[config.mk]
export PLATFORM = sky130hd
export DESIGN_NAME = branch_recovery_ctrl_flat
export DESIGN_NICKNAME = d
export VERILOG_FILES = /design/src/rtl/branch_recovery_ctrl_if.sv /design/src/rtl/branch_recovery_ctrl.sv /design/src/flat_wrapper.sv
export SDC_FILE = /design/constraint.sdc
export NUM_CORES = 1
export LEC_CHECK = 0
export BUFFER_PORTS_ARGS = -buffer_cell sky130_fd_sc_hd__clkbuf_2
export CAP_MARGIN = 20
export CORE_MARGIN = 2
export CORE_UTILIZATION = 47
export CTS_CLUSTER_DIAMETER = 40
export DETAILED_ROUTE_END_ITERATION = 8
export PLACE_DENSITY = 0.9
export SLEW_MARGIN = 10
export SYNTH_ARGS = -nofsm -noshare
export SYNTH_HDL_FRONTEND = slang
export SYNTH_SLANG_ARGS = --single-unit
[constraint.sdc]
create_clock -name clk -period 3.9 [get_ports clk]
set_clock_uncertainty 0.05 [all_clocks]
set_input_delay 0.78 -clock clk [delete_from_list [all_inputs] [get_ports clk]]
set_output_delay 0.78 -clock clk [all_outputs]
set_load 0.01 [all_outputs]
[src/rtl/branch_recovery_ctrl_if.sv]
// Pipeline-side bundle for the branch-recovery controller: ID/EX/IF inputs and the
// hazard, replay and PC-steering outputs.
interface branch_recovery_ctrl_if;
  logic [4:0]  ID_rs;
  logic [4:0]  ID_rt;
  logic        ID_Branch;
  logic [29:0] ID_PC;
  logic [31:0] IF_instruction;
  logic        EX_MemtoReg;
  logic        EX_RegWr;
  logic [4:0]  EX_rt;
  logic        EX_Branch;
  logic        EX_taken;
  logic [29:0] EX_PC;
  logic [29:0] EX_tgt;

  logic        Load_use;
  logic        signal;
  logic [31:0] pre_instruction;
  logic        pc_stall;
  logic        ifid_stall;
  logic        ifid_flush;
  logic        redirect;
  logic [29:0] redirect_pc;
  logic        pred_taken;

  modport master (
    output ID_rs, ID_rt, ID_Branch, ID_PC, IF_instruction,
           EX_MemtoReg, EX_RegWr, EX_rt, EX_Branch, EX_taken, EX_PC, EX_tgt,
    input  Load_use, signal, pre_instruction, pc_stall, ifid_stall,
           ifid_flush, redirect, redirect_pc, pred_taken
  );

  modport slave (
    input  ID_rs, ID_rt, ID_Branch, ID_PC, IF_instruction,
           EX_MemtoReg, EX_RegWr, EX_rt, EX_Branch, EX_taken, EX_PC, EX_tgt,
    output Load_use, signal, pre_instruction, pc_stall, ifid_stall,
           ifid_flush, redirect, redirect_pc, pred_taken
  );
endinterface

[src/rtl/branch_recovery_ctrl.sv]
// Load-use hazard detection plus 2-bit branch prediction with replay of the squashed
// fall-through instruction when a predicted-taken branch resolves not-taken.
module branch_recovery_ctrl #(
  parameter logic [1:0] CNT_INIT    = 2'b10,
  parameter bit         STATIC_PRED = 1'b0
) (
  input logic                   clk,
  input logic                   rst_n,
  branch_recovery_ctrl_if.slave bus
);

  typedef enum logic {IDLE, RESOLVE} state_t;

  state_t      state;
  logic [1:0]  cnt;
  logic        pend_pred;
  logic [31:0] pre_q;
  logic [29:0] br_pc;

  logic        pred;
  logic        lu_raw;
  logic        lu;
  logic        resolving;
  logic        mispredict;
  logic        capture;
  logic [29:0] replay_pc;

  assign pred = STATIC_PRED ? 1'b1 : cnt[1];

  assign lu_raw = bus.EX_MemtoReg & bus.EX_RegWr & (bus.EX_rt != 5'd0) &
                  ((bus.EX_rt == bus.ID_rs) | (bus.EX_rt == bus.ID_rt));

  // Only the branch we captured may resolve; its PC was latched when it left ID.
  assign resolving  = (state == RESOLVE) & bus.EX_Branch & (bus.EX_PC == br_pc);
  assign mispredict = resolving & (pend_pred ^ bus.EX_taken);

  // A resolving mispredict makes the ID instruction wrong-path, so its hazard is moot.
  assign lu = lu_raw & ~mispredict;

  assign capture = bus.ID_Branch & ~lu &
                   ((state == IDLE) | (resolving & ~mispredict));

  // The replayed instruction occupies EX_PC+1, so fetch resumes one word later.
  assign replay_pc = bus.EX_PC + 30'd2;

  assign bus.Load_use        = lu;
  assign bus.pc_stall        = lu;
  assign bus.ifid_stall      = lu;
  assign bus.signal          = mispredict & pend_pred;
  assign bus.ifid_flush      = (capture & pred) | mispredict;
  assign bus.redirect        = (capture & pred) | mispredict;
  // On a predicted-taken capture the target comes from the ID-side adder, not from here.
  assign bus.redirect_pc     = mispredict ? (pend_pred ? replay_pc : bus.EX_tgt) : 30'd0;
  assign bus.pred_taken      = pred;
  assign bus.pre_instruction = pre_q;

  always_ff @(negedge clk or negedge rst_n) begin
    if (!rst_n) begin
      state     <= IDLE;
      cnt       <= CNT_INIT;
      pend_pred <= 1'b0;
      pre_q     <= 32'd0;
      br_pc     <= 30'd0;
    end else begin
      if (resolving) begin
        if (bus.EX_taken)
          cnt <= (cnt == 2'b11) ? cnt : cnt + 2'b01;
        else
          cnt <= (cnt == 2'b00) ? cnt : cnt - 2'b01;
      end
      if (capture) begin
        state     <= RESOLVE;
        pend_pred <= pred;
        br_pc     <= bus.ID_PC;
        if (pred)
          pre_q <= bus.IF_instruction;
      end else if (state == RESOLVE) begin
        state <= IDLE;
      end
    end
  end

endmodule

[src/flat_wrapper.sv]
// flat-port wrapper written by rule: the top's interface ports become plain ports
module branch_recovery_ctrl_flat 
#(
  parameter logic [1:0] CNT_INIT    = 2'b10,
  parameter bit         STATIC_PRED = 1'b0
)
  (clk, rst_n, bus_ID_rs, bus_ID_rt, bus_ID_Branch, bus_ID_PC, bus_IF_instruction, bus_EX_MemtoReg, bus_EX_RegWr, bus_EX_rt, bus_EX_Branch, bus_EX_taken, bus_EX_PC, bus_EX_tgt, bus_Load_use, bus_signal, bus_pre_instruction, bus_pc_stall, bus_ifid_stall, bus_ifid_flush, bus_redirect, bus_redirect_pc, bus_pred_taken);
  branch_recovery_ctrl_if bus_i ();
  input logic clk;
  input logic rst_n;
  input wire logic [$bits(bus_i.ID_rs)-1:0] bus_ID_rs;
  input wire logic [$bits(bus_i.ID_rt)-1:0] bus_ID_rt;
  input wire logic [$bits(bus_i.ID_Branch)-1:0] bus_ID_Branch;
  input wire logic [$bits(bus_i.ID_PC)-1:0] bus_ID_PC;
  input wire logic [$bits(bus_i.IF_instruction)-1:0] bus_IF_instruction;
  input wire logic [$bits(bus_i.EX_MemtoReg)-1:0] bus_EX_MemtoReg;
  input wire logic [$bits(bus_i.EX_RegWr)-1:0] bus_EX_RegWr;
  input wire logic [$bits(bus_i.EX_rt)-1:0] bus_EX_rt;
  input wire logic [$bits(bus_i.EX_Branch)-1:0] bus_EX_Branch;
  input wire logic [$bits(bus_i.EX_taken)-1:0] bus_EX_taken;
  input wire logic [$bits(bus_i.EX_PC)-1:0] bus_EX_PC;
  input wire logic [$bits(bus_i.EX_tgt)-1:0] bus_EX_tgt;
  output wire logic [$bits(bus_i.Load_use)-1:0] bus_Load_use;
  output wire logic [$bits(bus_i.signal)-1:0] bus_signal;
  output wire logic [$bits(bus_i.pre_instruction)-1:0] bus_pre_instruction;
  output wire logic [$bits(bus_i.pc_stall)-1:0] bus_pc_stall;
  output wire logic [$bits(bus_i.ifid_stall)-1:0] bus_ifid_stall;
  output wire logic [$bits(bus_i.ifid_flush)-1:0] bus_ifid_flush;
  output wire logic [$bits(bus_i.redirect)-1:0] bus_redirect;
  output wire logic [$bits(bus_i.redirect_pc)-1:0] bus_redirect_pc;
  output wire logic [$bits(bus_i.pred_taken)-1:0] bus_pred_taken;
  assign bus_i.ID_rs = bus_ID_rs;
  assign bus_i.ID_rt = bus_ID_rt;
  assign bus_i.ID_Branch = bus_ID_Branch;
  assign bus_i.ID_PC = bus_ID_PC;
  assign bus_i.IF_instruction = bus_IF_instruction;
  assign bus_i.EX_MemtoReg = bus_EX_MemtoReg;
  assign bus_i.EX_RegWr = bus_EX_RegWr;
  assign bus_i.EX_rt = bus_EX_rt;
  assign bus_i.EX_Branch = bus_EX_Branch;
  assign bus_i.EX_taken = bus_EX_taken;
  assign bus_i.EX_PC = bus_EX_PC;
  assign bus_i.EX_tgt = bus_EX_tgt;
  assign bus_Load_use = bus_i.Load_use;
  assign bus_signal = bus_i.signal;
  assign bus_pre_instruction = bus_i.pre_instruction;
  assign bus_pc_stall = bus_i.pc_stall;
  assign bus_ifid_stall = bus_i.ifid_stall;
  assign bus_ifid_flush = bus_i.ifid_flush;
  assign bus_redirect = bus_i.redirect;
  assign bus_redirect_pc = bus_i.redirect_pc;
  assign bus_pred_taken = bus_i.pred_taken;
  branch_recovery_ctrl #(.CNT_INIT(CNT_INIT), .STATIC_PRED(STATIC_PRED)) u_core (.clk(clk), .rst_n(rst_n), .bus(bus_i));
endmodule
==> summary.md, run 1 <==
| Metric | Value |
|---|---|
| Status | `finished, violations left` |
| Failing checks | `negative setup slack` |
| Peak supply drop | `386 uV` |
| Port buffer count | `212` |
| Net count, final | `857` |
| Met2 Track Usage GR | `55.8%` |
| DRC | `0` |
| Internal power | `1.62 mW` |
| Combinational share of power | `36.6%` |
| Max Cap Violations | `0` |
| Placed Cells | `774` |
| Synth-to-layout area growth | `73.8%` |
| Total CTS buffers | `9` |
| Final Hold Fails | `0` |
| Via count | `4783` |
| Net Sw Frac | `32.8%` |
| H-tree Lvls | `3` |
| RSZ-0062 raised after global routing | `true` |
| Drt first pass iters | `5` |
| Die W | `98.9 microns` |
| Register bit total from synthesis | `66` |
| Clock Latency Late Sink | `0.41 ns` |
| Total grt overflow | `0` |
| Synth Warn # | `0` |
| Switch Pwr | `0.790 mW` |
| Crit Path Class | `reg -> out` |
| Worst EP required | `3.07 ns` |
| Critical Path Sink | `bus_redirect_pc[4]` |
| M3 GR Usage | `7.94%` |
| Core area | `8720 sq um` |
| CP startpoint kind | `flip-flop` |
| Worst min path class | `reg -> reg` |
| Critical Path Start | `u_core.br_pc[18]` |
| Final setup vio count | `103` |
| Reg2Reg Setup Slack | `0.88 ns` |
| Antenna-violating nets left | `0` |
| TritonCTS clock tree | `yes` |
| Arrival @ worst endpoint | `4.63 ns` |
| Total track usage | `32.9%` |
| Clock share of power | `25.8%` |
| Area leader, netlist | `dfrtn_1` |
| # rows | `34` |
| Post-route worst setup slack | `-1.56 ns` |
| RR Startpoint | `u_core.br_pc[14]` |
| Synth top area cells | `dfrtn_1 38%, mux2_4 10%, xor2_1 8.9%` |
| Vias in the first global route | `4881` |
| Layout cell share with drive strength beyond 1 | `65.1%` |
| Top Usage Layer GRT | `met2` |
| Sequential share of the synthesized area | `39.0%` |
| Vias per cell | `5.80` |
| Initial Utilization | `48.6%` |
| Die area | `9780 sq um` |
| CTS clock-pin slew for the worst setup and hold paths | `0.05 ns` |
| Antenna Cells | `0` |
| Sequential share of power | `37.6%` |
| Clock root cell | `clkbuf_8` |
| WL per Instance | `22.6 microns` |
| CTS sink cnt | `66` |
| Fin. max-slew vios | `0` |
| Max_slew headroom | `61.7%` |
| Worst r2r dst | `u_core.bus.pre_instruction[18]` |
| Initial antenna violation count | `0` |
| Post-route cell area | `7360 sq um` |
| DIE HEIGHT | `98.9 microns` |
| Mean Syn Cell Area | `10.8 sq um` |
| GP Congestion | `0.906` |
| DP Wirelength | `11.1 mm` |
| Clock Tree Buf Depth | `2` |
| First-pass GRT wire length | `25.2 mm` |
| Pwr per Cell Area | `328 nW/um^2` |
| GR met1 Demand/Resource | `38.3%` |
| Leakage | `3.57 nW` |
| CP Capture Type | `output pin` |
| Io pins | `213` |
| Netlist Area Pre-Place | `4230 sq um` |
| DRT Wirelength | `18.7 mm` |
| Worst slew pin tran | `0.575 ns` |
| FF-to-FF path depth | `14` |
| WHS Path Cells | `1` |
| Mapped Cells | `391` |
| Post-synth top area share | `38.4%` |
| Count of cell types in the netlist | `43` |
| Largest net degree at the start of global routing | `34` |
| CP max FO | `7` |
| Initial DRC Count | `343` |
| DP Area | `6090 sq um` |
| Hold_buf cts | `0` |
| Final Instance Count excl. Fillers | `825` |
| Net Count, Synth | `536` |
==> power by group through the flow <==
| stage | logic, mW | registers (mW) | clock network (mW) |
|---|---|---|---|
| floorplan | 0.313 | 0.898 | 0.00321 |
| global placement | 0.645 | 0.883 | 0.00321 |
| detailed placement | 0.674 | 0.889 | 0.00321 |
| CTS | 0.784 | 0.885 | 0.598 |
| global route | 0.925 | 0.916 | 0.651 |
| finish | 0.881 | 0.908 | 0.622 |
==> cell type report <==
class	instances	area, sq um
multi-input cells	297	2890
repair buffers	334	2460
flip-flops and latches	66	1650
fillers	461	1360
clock buffers	10	138
well taps	108	135
clock inverters	7	70.1
inverters	3	11.3
==> sequential cells by signal (all words and copies together), names as in the netlist <==
signal,cells
u_core.br_pc,30
u_core.cnt,2
u_core.bus.pre_instruction,32
u_core.state,1
u_core.pend_pred,1
==> cells in the final DEF (no fill, tap or decap), drive strengths merged, types with 7 or more instances in the layout <==
cell,synthesis,layout
buf,14,151
nand2,21,21
nor3,8,8
xor2,43,43
o211ai,8,8
nor4,16,16
nand4,7,7
nand3,14,14
a31oi,8,8
nor2,35,35
mux2,63,63
or4,8,8
clkbuf,10,193
dfrtn,65,65
a22oi,21,21
xnor2,15,15
==> routing by layer <==
layer  wire, microns  up-vias
met5               0        -
met4            1170        0
met3            1700      105
met2            9100      379
met1            6690     2230
li1                -     2069
==> stage by stage <==
step                      util [%]  setup TNS [ns]  worst slack, ns  hold slack [ns]  power [mW]
after floorplan                  -          -74.58           -0.812            0.411        1.21
after global placement        69.8          -92.19           -0.979            0.378        1.53
after detailed placement      69.8         -100.45            -1.08            0.389        1.57
after CTS                     79.3         -111.49            -1.28            0.412        2.27
after global routing          84.4         -127.88            -1.67            0.430        2.49
final                         84.4         -122.94            -1.56            0.411        2.41
==> critical path: stages (launching register included) <==
cell and delay, ns:
dfrtn_1 0.47, xor2_1 0.12, buf_4 0.16, nor4_1 0.40, and4_1 0.29, nand4_1 0.14
buf_6 0.19, buf_12 0.14, buf_12 0.13, nor2_1 0.14, buf_2 0.16
==> synthesized netlist by cell type (all sizes together) <==
cell / number
nor2b: 3
dfrtn: 65
o21ai: 4
inv: 4
nand4: 7
a221oi: 1
dfstp: 1
nand2b: 1
clkbuf: 10
o2bb2ai: 1
or3: 1
or2: 2
nand2: 21
nand3: 14
and4: 4
nor2: 35
and2: 1
ha: 1
a32oi: 1
mux2: 63
or4: 8
o22ai: 1
mux2i: 1
a22oi: 21
and3: 4
nor4: 16
nand3b: 1
o41ai: 1
nor3: 8
a21oi: 2
a31oi: 8
buf: 14
xor2: 43
xnor2: 15
o211ai: 8
==> cell families (layout without fill, tap and decap cells) <==
| family | count (synthesis) | in the layout | share of synthesized area (%) |
|---|---|---|---|
| and+or+nand+nor | 126 | 126 | 16.3 |
| DFF | 66 | 66 | 39.0 |
| muxes | 64 | 64 | 19.6 |
| xor gates and xnor gates | 58 | 58 | 12.0 |
| AOI/OAI and AO/OA | 48 | 48 | 8.60 |
| buffers and inverters | 28 | 354 | 4.26 |
| adders and majority gates | 1 | 1 | 0.295 |
==> how the worst min path moves through the flow <==
stage                                              start                             end  slack, ns
after detailed placement   u_core.bus.pre_instruction[5]   u_core.bus.pre_instruction[5]       0.39
final                      u_core.bus.pre_instruction[5]   u_core.bus.pre_instruction[5]       0.41
after global routing       u_core.bus.pre_instruction[8]   u_core.bus.pre_instruction[8]       0.43
after global placement    u_core.bus.pre_instruction[12]  u_core.bus.pre_instruction[12]       0.38
after CTS                  u_core.bus.pre_instruction[5]   u_core.bus.pre_instruction[5]       0.41
after floorplan                          u_core.br_pc[0]                 u_core.br_pc[0]       0.41
==> timing repair <==
| action | CTS | global route |
|---|---|---|
| cloned | 7 | 3 |
| endpoints found under the setup margin | 103 | 103 |
| buffers inserted | 21 | 16 |
| pin swaps | 10 | 20 |
| gates resized for setup | 67 | 106 |
Power figures use the tool's default switching activity.
==> inputs of run 2 (changes only) <==
Settings changed: RECOVER_POWER set to 25.
==> run 2 against run 1 <==
  * The run still ends with negative setup slack left
  * Die area unchanged
  * Final area decreased by 0.19%
  * Clock power about the same
  * Largest cell class unchanged
==> summary.md, run 2 (synthesis gave the netlist of run 1 again) <==
| Metric | Value |
|---|---|
| Net Sw Frac | `32.7%` |
| Sequential share of power | `37.7%` |
| DP Area | `6090 sq um` |
| Clock root cell | `clkbuf_8` |
| Fin. max-slew vios | `0` |
| Net count, final | `857` |
| Clock share of power | `25.7%` |
| Total grt overflow | `0` |
| Crit Path Class | `reg -> out` |
| Post-route cell area | `7340 sq um` |
| Clock Tree Buf Depth | `2` |
| Hold_buf cts | `0` |
| Core area | `8720 sq um` |
| Combinational share of power | `36.6%` |
| Min Hold Slack | `0.411 ns` |
| Setup_tns | `-122.63 ns` |
| Clock Latency Late Sink | `0.41 ns` |
| # rows | `34` |
| CP delay by family, top | `simple AND/OR/NAND/NOR gates` |
| RSZ-0062 raised after global routing | `true` |
| Antenna Cells | `0` |
| DP Wirelength | `11.1 mm` |
| DRC | `0` |
| CTS clock-pin slew for the worst setup and hold paths | `0.05 ns` |
| DRT Wirelength | `18.7 mm` |
| CTS sink cnt | `66` |
| CP startpoint kind | `flip-flop` |
| CP max stage cell | `dfrtn_1` |
| Io pins | `213` |
| H-tree Lvls | `3` |
| Initial DRC Count | `337` |
| Initial antenna violation count | `0` |
| CP peak stage delay | `0.47 ns` |
| Failing checks | `negative setup slack` |
| Antenna-violating nets left | `0` |
| Critical path, cell by cell | `xor2_1 > buf_4 > nor4_1 > and4_1 > nand4_1 > buf_6 > buf_12 > buf_12 > nor2_1 > buf_2` |
| Max Cap Violations | `0` |
| Placed Cells | `774` |
| Final setup vio count | `103` |
| Largest net degree at the start of global routing | `34` |
| Worst min path class | `reg -> reg` |
| Worst slew pin tran | `1.15 ns` |
| Drt first pass iters | `5` |
| Fill cell count | `464` |
| Worst EP required | `3.07 ns` |
| Vias in the first global route | `4881` |
| Synth-to-layout area growth | `73.4%` |
| Switch Pwr | `0.788 mW` |
| Leakage | `3.56 nW` |
| Die area | `9780 sq um` |
| Total CTS buffers | `9` |
| Layout Utilization | `84.2%` |
| TritonCTS clock tree | `yes` |
| Pwr per Cell Area | `328 nW/um^2` |
| Commonest non-fill, non-tap cell in the layout | `clkbuf_2` |
| DIE HEIGHT | `98.9 microns` |
| Most frequent cells in the layout | `176 x clkbuf_2, 85 x buf_4, 65 x dfrtn_1` |
| Total track usage | `32.9%` |
| Port buffer count | `212` |
| Via count | `4791` |
| CP max FO | `7` |
| First-pass GRT wire length | `25.2 mm` |
| Worst Path Buf+Inv | `5` |
| GP Congestion | `0.906` |
| Layout cell share with drive strength beyond 1 | `65.0%` |
| Max reg flops | `32` |
| Die W | `98.9 microns` |
| Internal power | `1.62 mW` |
| Peak supply drop | `385 uV` |
| Max_slew headroom | `23.3%` |
| Status | `finished, violations left` |
| Final Instance Count excl. Fillers | `825` |
| Vias per cell | `5.81` |
| WL per Instance | `22.6 microns` |
| Crit path top cell by count | `buf_12` |
| Arrival @ worst endpoint | `4.62 ns` |
| Post-route worst setup slack | `-1.55 ns` |
| Final Hold Fails | `0` |
| Initial Utilization | `48.6%` |
| CP Capture Type | `output pin` |
[run 2: final timing paths]
path,depth (start not counted),start,end,slack (ns)
min in group asynchronous,1,rst_n,u_core.pend_pred,2.43
min reg2reg,1,u_core.bus.pre_instruction[5],u_core.bus.pre_instruction[5],0.41
max,10,u_core.br_pc[18],bus_redirect_pc[4],-1.55
min,1,u_core.bus.pre_instruction[5],u_core.bus.pre_instruction[5],0.41
max in group asynchronous,2,rst_n,u_core.bus.pre_instruction[18],0.26
max reg2reg,14,u_core.br_pc[14],u_core.bus.pre_instruction[18],0.88
[run 2: per-stage QoR]
stage,worst slack [ns],power (mW)
after floorplan,-0.812,1.21
after global placement,-0.979,1.53
after detailed placement,-1.08,1.57
after CTS,-1.28,2.27
after global routing,-1.67,2.49
final,-1.55,2.41
[run 2: layer usage]
| metal | part of all wire (%) | wire length (microns) | vias up | GRT usage [%] |
|---|---|---|---|---|
| li1 | - | - | 2067 | - |
| met1 | 36 | 6700 | 2239 | 38.3 |
| met2 | 49 | 9080 | 378 | 55.8 |
| met3 | 9.0 | 1680 | 107 | 7.94 |
| met4 | 6.4 | 1190 | 0 | 17.7 |
| met5 | 0 | 0 | - | 0 |
[run 2: final cells by class]
type                    instances  area [sq um]  area share [%]
clock buffers                  10           138            1.87
multi-input cells             297          2890            39.4
well taps                     108           135            1.84
repair buffers                334          2450            33.3
clock inverters                 7          70.1           0.954
flip-flops and latches         66          1650            22.5
inverters                       3          11.3           0.153
[run 2: power groups by stage]
stage / clock [mW] / sequential [mW] / combinational [mW]
after floorplan: 0.00321 / 0.898 / 0.313
after CTS: 0.598 / 0.885 / 0.784
after global placement: 0.00321 / 0.883 / 0.645
after detailed placement: 0.00321 / 0.889 / 0.674
final: 0.620 / 0.908 / 0.880
after global routing: 0.651 / 0.916 / 0.923
[run 2: repair_timing]
| action | CTS | global route |
|---|---|---|
| resized for setup | 67 | 106 |
| setup endpoints to repair | 103 | 103 |
| pin swaps | 10 | 20 |
| gates cloned | 7 | 3 |
| buffers inserted | 21 | 16 |
==> inputs of run 3 (changes only) <==
Settings changed: CORE_MARGIN 2 to 8.
Clock period 3.9 ns to 5.6 ns, I/O delays scaled along.
==> run 3 against run 2 <==
  * The flow still finishes with violations (negative setup slack)
  * Critical path depth fell by 2
  * Die area rose by 26%
  * Critical endpoint is now bus_redirect_pc[5]
  * Total power fell by 31%
  * Final cell count is 2.9% lower
  * Core utilization fell by 6.5 points
  * Non-clock buffer count is 24 lower
  * Wire length fell by 11%
==> summary.md, run 3 (synthesis gave the netlist of run 1 again) <==
| Metric | Value |
|---|---|
| DIE HEIGHT | `111 microns` |
| DRC | `0` |
| H-tree Lvls | `3` |
| Layout Utilization | `77.7%` |
| Clock root cell | `clkbuf_8` |
| Die W | `111 microns` |
| Peak supply drop | `270 uV` |
| DP Wirelength | `12.4 mm` |
| CP peak stage delay | `0.55 ns` |
| Initial antenna violation count | `0` |
| Setup_tns | `-46.29 ns` |
| Worst min path class | `reg -> reg` |
| CP Capture Type | `output pin` |
| Fin. max-slew vios | `0` |
| Final Instance Count excl. Fillers | `801` |
| Final Hold Fails | `0` |
| DRT Wirelength | `16.7 mm` |
| GP Congestion | `0.964` |
| RR Startpoint | `u_core.br_pc[10]` |
| CP Depth | `8` |
| Worst EP required | `4.43 ns` |
| Max_slew headroom | `5.14%` |
| TritonCTS clock tree | `yes` |
| Drt first pass iters | `5` |
| Synth-to-layout area growth | `60.0%` |
| Largest net degree at the start of global routing | `34` |
| RSZ-0062 raised after global routing | `true` |
| Antenna Cells | `0` |
| First-pass GRT wire length | `25.4 mm` |
| CP max stage cell | `or4_4` |
| Hold_buf cts | `0` |
| Via count | `4390` |
| Total CTS buffers | `9` |
| Status | `finished, violations left` |
| # rows | `34` |
| Vias per cell | `5.48` |
| Net count, final | `833` |
| Leakage | `3.37 nW` |
| Antenna-violating nets left | `0` |
| Total grt overflow | `0` |
| Dpl ws | `-0.511 ns` |
| Initial DRC Count | `230` |
| Total track usage | `25.4%` |
| Critical Path Start | `u_core.br_pc[7]` |
| Clock Latency Late Sink | `0.37 ns` |
| CP delay by family, top | `simple AND/OR/NAND/NOR gates` |
| Die area | `12300 sq um` |
| Worst r2r dst | `u_core.br_pc[26]` |
| Port buffer count | `212` |
| CP startpoint kind | `flip-flop` |
| Most frequent cells in the layout | `191 x clkbuf_2, 81 x buf_4, 65 x dfrtn_1` |
| Critical path, cell by cell | `xor2_1 > or4_4 > nor4_2 > nand4_1 > buf_6 > buf_12 > nor2_1 > clkbuf_2` |
| CP max FO | `13` |
| Max reg flops | `32` |
| CTS clock-pin slew for the worst setup and hold paths | `0.05 ns` |
| Worst slew pin tran | `1.42 ns` |
| Vias in the first global route | `4886` |
| Final setup vio count | `101` |
| Max Cap Violations | `0` |
| Failing checks | `negative setup slack` |
| Initial Utilization | `48.6%` |
| Worst Path Buf+Inv | `3` |
| Io pins | `213` |
| Post-route worst setup slack | `-0.803 ns` |
| Core area | `8720 sq um` |
| Clock Tree Buf Depth | `2` |
| Fill cell count | `547` |
| FF-to-FF path depth | `12` |
| Commonest non-fill, non-tap cell in the layout | `clkbuf_2` |
| WL per Instance | `20.8 microns` |
| Reg2Reg Setup Slack | `2.74 ns` |
| Arrival @ worst endpoint | `5.23 ns` |
| Critical Path Sink | `bus_redirect_pc[5]` |
| Placed Cells | `763` |
| Layout cell share with drive strength beyond 1 | `61.0%` |
| Pwr per Cell Area | `246 nW/um^2` |
| Crit Path Class | `reg -> out` |
| CTS sink cnt | `66` |
==> run 3: area by class of cell <==
| type | instances | area [sq um] | share of cell area (%) |
|---|---|---|---|
| Clock inverter | 8 | 121 | 1.79 |
| Tap cell | 108 | 135 | 2.00 |
| Sequential cell | 66 | 1650 | 24.4 |
| Timing Repair Buffer | 310 | 2020 | 29.9 |
| Clock buffer | 9 | 124 | 1.83 |
| Multi-Input combinational cell | 297 | 2710 | 39.9 |
| Inverter | 3 | 11.3 | 0.166 |
==> run 3: worst min path at each step <==
stage                                         from                        endpoint  slack, ns  depth (start not counted)
floorplan                          u_core.br_pc[0]                 u_core.br_pc[0]       0.41                          1
global placement     u_core.bus.pre_instruction[3]   u_core.bus.pre_instruction[3]       0.38                          1
detailed placement   u_core.bus.pre_instruction[4]   u_core.bus.pre_instruction[4]       0.39                          1
CTS                  u_core.bus.pre_instruction[4]   u_core.bus.pre_instruction[4]       0.42                          1
global route        u_core.bus.pre_instruction[30]  u_core.bus.pre_instruction[30]       0.42                          1
finish              u_core.bus.pre_instruction[30]  u_core.bus.pre_instruction[30]       0.41                          1
==> run 3: routing by layer <==
| metal | routed length (microns) | share of wire, % | global-route usage [%] | vias to the layer above |
|---|---|---|---|---|
| li1 | - | - | - | 2012 |
| met1 | 6210 | 37 | 26.6 | 2113 |
| met2 | 8460 | 51 | 45.5 | 219 |
| met3 | 1430 | 8.5 | 8.82 | 46 |
| met4 | 592 | 3.5 | 9.55 | 0 |
| met5 | 0 | 0 | 0 | - |
==> run 3: timing repair <==
item | in CTS | in global routing
gates resized for setup | 41 | 45
pin swaps | 5 | 11
setup endpoints to repair | 99 | 102
cloned | 4 | 1
setup buffers | 12 | 10
==> run 3: report_power, final <==
part / internal, mW / switching [mW] / total, mW
clock network: 0.296 / 0.189 / 0.485
registers: 0.559 / 0.0676 / 0.627
logic: 0.318 / 0.235 / 0.553
total: 1.17 / 0.492 / 1.67
==> run 3: through the flow <==
step	hold slack [ns]	total power [mW]	cell area [sq um]
after global placement	0.380	1.07	6020
after detailed placement	0.386	1.09	6020
after CTS	0.415	1.63	6630
after global routing	0.424	1.74	6770
after floorplan	0.411	0.845	4360
final	0.415	1.67	6770
